[config.mk]
export PLATFORM = sky130hd
export DESIGN_NAME = aes_round_sequencer
export DESIGN_NICKNAME = d
export VERILOG_FILES = /design/src/rtl/aes_round_sequencer.sv
export SDC_FILE = /design/constraint.sdc
export NUM_CORES = 1
export LEC_CHECK = 0
export CORE_AREA = 10 10 294 296
export DETAILED_ROUTE_END_ITERATION = 16
export DIE_AREA = 0 0 304 306
export GPL_TIMING_DRIVEN = 0
export HOLD_SLACK_MARGIN = 0.02
export PLACE_DENSITY = 0.46
export SYNTH_ARGS = -nofsm -noshare
export SYNTH_HDL_FRONTEND = slang
export SYNTH_SLANG_ARGS = --single-unit
[constraint.sdc]
create_clock -name clk -period 4.7 [get_ports clk]
set_input_delay 0.94 -clock clk [delete_from_list [all_inputs] [get_ports clk]]
set_output_delay 0.94 -clock clk [all_outputs]
set_load 0.03 [all_outputs]
[src/rtl/aes_round_sequencer.sv]
// Iterative AES-128 round controller: initial AddRoundKey, then NR rounds through an external datapath.
// Optional macro AES_ROUND_PIPE_EN: datapath output is registered, so each round spends a ROUND and a WAIT cycle.
module aes_round_sequencer #(
    parameter int NR    = 10,
    parameter int IDX_W = 4
) (
    input  logic             clk,
    input  logic             rst,
    input  logic             in_valid,
    output logic             in_ready,
    input  logic [127:0]     data_in,
    output logic             out_valid,
    input  logic             out_ready,
    output logic [127:0]     data_out,
    output logic             busy,
    output logic [IDX_W-1:0] key_idx,
    input  logic [127:0]     key_word,
    output logic [127:0]     rnd_state,
    output logic [127:0]     rnd_key,
    output logic             rnd_last,
    input  logic [127:0]     rnd_out
);

`ifdef AES_ROUND_PIPE_EN
    typedef enum logic [1:0] {S_IDLE, S_ROUND, S_DONE, S_WAIT} state_t;
`else
    typedef enum logic [1:0] {S_IDLE, S_ROUND, S_DONE} state_t;
`endif

    localparam logic [IDX_W-1:0] LAST_RND = IDX_W'(NR);

    state_t           state_q, state_d;
    logic [127:0]     st_q, st_d;
    logic [IDX_W-1:0] rnd_q, rnd_d;

    always_ff @(posedge clk or posedge rst) begin
        if (rst) begin
            state_q <= S_IDLE;
            st_q    <= '0;
            rnd_q   <= '0;
        end else begin
            state_q <= state_d;
            st_q    <= st_d;
            rnd_q   <= rnd_d;
        end
    end

    always_comb begin
        state_d = state_q;
        st_d    = st_q;
        rnd_d   = rnd_q;
        case (state_q)
            S_IDLE: begin
                if (in_valid) begin
                    st_d    = data_in ^ key_word;
                    rnd_d   = {{(IDX_W-1){1'b0}}, 1'b1};
                    state_d = S_ROUND;
                end
            end
`ifdef AES_ROUND_PIPE_EN
            // Inputs are held through ROUND; the registered result is taken in WAIT.
            S_ROUND: state_d = S_WAIT;
            S_WAIT: begin
                st_d = rnd_out;
                if (rnd_q == LAST_RND) begin
                    state_d = S_DONE;
                end else begin
                    rnd_d   = rnd_q + 1'b1;
                    state_d = S_ROUND;
                end
            end
`else
            S_ROUND: begin
                st_d = rnd_out;
                if (rnd_q == LAST_RND) begin
                    state_d = S_DONE;
                end else begin
                    rnd_d = rnd_q + 1'b1;
                end
            end
`endif
            S_DONE: begin
                if (out_ready) begin
                    state_d = S_IDLE;
                    rnd_d   = '0;
                end
            end
            default: state_d = S_IDLE;
        endcase
    end

    always_comb begin
        in_ready  = (state_q == S_IDLE) && !rst;
        out_valid = (state_q == S_DONE);
        busy      = (state_q != S_IDLE);
        data_out  = st_q;
        rnd_state = st_q;
        rnd_key   = key_word;
        key_idx   = '0;
        rnd_last  = 1'b0;
`ifdef AES_ROUND_PIPE_EN
        if (state_q == S_ROUND || state_q == S_WAIT) begin
`else
        if (state_q == S_ROUND) begin
`endif
            key_idx  = rnd_q;
            rnd_last = (rnd_q == LAST_RND);
        end
    end

endmodule

==> flow_metrics.env, run 1 <==
export IMPL_antenna_found_initial=0
export IMPL_ys_ff_latch=134
export IMPL_cp_max_fo=10
export IMPL_root_buffer="clkbuf_16"
export IMPL_yosysWarningCount=0
export IMPL_drc=0
export IMPL_cpMaxStageDelayCell="clkdlybuf4s50_1"
export IMPL_cap_violations=0
export IMPL_instances_no_fill=3008
export IMPL_grt_max_degree=70
export IMPL_rows=104
export IMPL_synth_async_reset_ratio_pct=100.0
export IMPL_status="complete, no violations"
export IMPL_start_util_pct=11.60
export IMPL_dpl_instance_area_um2=18470
export IMPL_place_gp_congestion=0.8616
export IMPL_drv_slew=0
export IMPL_dp_hpwl_um=50880
export IMPL_synthCells=1133
export IMPL_rsz0062_at_grt="false"
export IMPL_final_setup_viol_count=0
export IMPL_cp_required_ns=3.76
export IMPL_regArea_um2=3353
export IMPL_drt_antenna_violating_nets=0
export IMPL_reg2reg_slack_ns=2.18
export IMPL_fp_dieW_um=304
export IMPL_worst_pin_slew_ns=0.8086
export IMPL_clock_sinks=134
export IMPL_ys_types=34
export IMPL_synthTopCellsByCount="buf_4, dfrtp_1, a21oi_1, nor2_1, xnor2_1"
export IMPL_syn_area_per_cell_um2=8.218
export IMPL_postLayoutCellArea_um2=19070
export IMPL_crit_chain="inv_1 > ha_1 > buf_2 > buf_2 > clkbuf_1 > and2_1 > clkdlybuf4s50_1"
export IMPL_grt_pass1_wl_um=82310
export IMPL_min_path_type="flop to flop"
export IMPL_multi_input_area_um2=3705
export IMPL_end_kind="primary output"
export IMPL_cellLeakagePower_nw=7.668
export IMPL_dp_cells=2973
export IMPL_drt_first_pass_iters=4
export IMPL_fin_nets=2325
export IMPL_clk_path_buf_depth=2
export IMPL_path_clk_slew_ns=0.07
export IMPL_fmax_mhz=233.7
export IMPL_min_period_ns=4.279
export IMPL_numCtsBuffers=17
export IMPL_arrival_ns=3.34
export IMPL_clock_latency_ns=0.47
export IMPL_io_buffer_count=779
export IMPL_synth_most_common_cell="buf_4"
export IMPL_p_per_area_nw_per_um2=649.3
export IMPL_synth_fp_nets=1526
export IMPL_max_stage_delay_ns=0.77
export IMPL_final_hold_viol_count=0
export IMPL_yosys_area_top_type_share_pct=36.01
export IMPL_fillers=8737
export IMPL_drt_iter0_markers=313
export IMPL_core_area_um2=80290
export IMPL_vias=10364
export IMPL_drive_gt1_share_pct=17.07
export IMPL_cts_tree="built"
export IMPL_htreeDepth=4
export IMPL_startpoint_type="flop"
export IMPL_die_area_um2=93020
export IMPL_synth_largest_area_cell="dfrtp_1"
export IMPL_grtUsageTotal_pct=12.10
export IMPL_synth_seq_area_share_pct=36.01
export IMPL_die_h_um=306
export IMPL_synthToLayoutAreaGrowth_pct=104.8
export IMPL_peakVddDrop_v=0.0002998
export IMPL_overflow=0
export IMPL_whs_ns=0.5066
export IMPL_path_delay_family="buffers and inverters"
export IMPL_ios=780
export IMPL_avgViaCountPerCell=3.445
export IMPL_synth_area_leaders="dfrtp_1, buf_4, xnor2_1"
export IMPL_critPathKind="flop to primary output"
export IMPL_skew_ns=0.02300
export IMPL_layout_worst_path_cycle_share_pct=91.04
export IMPL_wl_per_cell_um=19.48
export IMPL_detail_route_wirelength_um=58610
export IMPL_yosys_most_used_dff="dfrtp_1"
export IMPL_max_slew_margin_pct=46.09
export IMPL_grt_pass1_vias=11403
export IMPL_synth_edf_count=0
export IMPL_cp_buffers_inverters=5
export IMPL_netlist_area_um2=9311
export IMPL_path_common_cell="buf_2"
==> power breakdown <==
group	total (W)	switching (W)	internal [W]
sequential	0.00239	0.000665	0.00173
combinational	0.00858	0.00497	0.00361
clock	0.00141	0.000579	0.000835
total	0.0124	0.00621	0.00617
==> cells by family (layout without fill, tap and decap cells) <==
logic type | after synthesis | in the layout | synth area share [%]
other | 0 | 3 | 0
multiplexers | 3 | 3 | 0.3628
buffers and inverters | 321 | 1133 | 24.20
AO/OA/AOI/OAI | 264 | 264 | 14.71
adder cells (fa/ha/maj) | 5 | 5 | 0.6719
XOR/XNOR | 128 | 128 | 12.04
AND/OR/NAND/NOR | 278 | 278 | 12.00
flip-flops | 134 | 134 | 36.01
==> placed cells by master (no fill, tap or decap), types with 2 or more instances in the layout <==
cell / count
a21oi_1: 131
and2_1: 2
buf_2: 16
buf_4: 257
buf_6: 5
bufinv_16: 3
clkbuf_1: 36
clkbuf_16: 17
clkdlybuf4s50_1: 778
clkinv_4: 2
clkinvlp_4: 4
dfrtp_1: 134
diode_2: 3
ha_1: 5
inv_1: 6
inv_6: 2
mux2i_1: 2
nand2_1: 122
nand2_2: 10
nand2b_1: 2
nand3b_1: 3
nor2_1: 131
nor3b_1: 2
o21ai_0: 90
o21ai_1: 30
o21ai_2: 10
xnor2_1: 128
==> per-stage QoR <==
stage	setup slack, ns	TNS [ns]	utilization, %	total power (W)
2_1_floorplan	0.1772	0	-	0.007078
3_3_place_gp	-2.111	-279.12	22.96	0.01114
3_5_place_dp	0.4225	0	23.00	0.01119
4_1_cts	0.1081	0	23.74	0.01268
5_1_grt	0.1691	0	23.75	0.01317
6_report	0.4213	0	23.75	0.01238
==> tightest hold or removal path: stages, from the launching register on <==
cell and delay, ns:
dfrtp_1 0.36, nand2_1 0.05, o21ai_0 0.06
==> cell type report <==
type / count / area share (%)
Timing Repair Buffer: 780 / 41.04
Multi-Input combinational cell: 678 / 19.43
Sequential cell: 134 / 17.58
Buffer: 314 / 11.69
Tap cell: 1060 / 6.954
Clock buffer: 21 / 2.309
Clock inverter: 11 / 0.7938
Inverter: 7 / 0.1640
Antenna cell: 3 / 0.03936
==> worst paths after layout <==
check / from / end / depth (start not counted)
max: state_q[1]$_DFFE_PP0P_ / key_idx[0] / 7
min: data_out[18]$_DFFE_PP0P_ / data_out[18]$_DFFE_PP0P_ / 2
max reg2reg: state_q[1]$_DFFE_PP0P_ / data_out[65]$_DFFE_PP0P_ / 7
min reg2reg: data_out[18]$_DFFE_PP0P_ / data_out[18]$_DFFE_PP0P_ / 2
max in group asynchronous: rst / data_out[55]$_DFFE_PP0P_ / 3
min in group asynchronous: rst / data_out[122]$_DFFE_PP0P_ / 2
==> per-layer routing <==
layer	global-route usage (%)	up-vias	part of all wire (%)
met3	3.967	34	7.3
met1	13.22	4846	39
met5	0	-	0
li1	-	5024	-
met4	3.576	0	1.7
met2	21.98	460	52
==> registers in the layout, summed over array words and instances (netlist names) <==
name	count
state_q	2
rnd_q	4
data_out	128
==> timing repair <==
item / 4_1_cts / 5_1_grt
setup endpoints to repair: 1 / 1
setup buffers: 0 / 0
gates resized for setup: 1 / 1
hold buffers: 0 / 0
No activity file was read; power rests on OpenSTA's default activity.
==> run 2: changes to the inputs <==
--- a/config.mk
+++ b/config.mk
@@ -11,6 +11,8 @@
 export GPL_TIMING_DRIVEN = 0
 export HOLD_SLACK_MARGIN = 0.02
 export PLACE_DENSITY = 0.46
+export SETUP_SLACK_MARGIN = 0.02
 export SYNTH_ARGS = -nofsm -noshare
 export SYNTH_HDL_FRONTEND = slang
 export SYNTH_SLANG_ARGS = --single-unit
+export TNS_END_PERCENT = 30
==> results of run 2 <==
The final DEF is identical to that of run 1; final timing and power are the same.
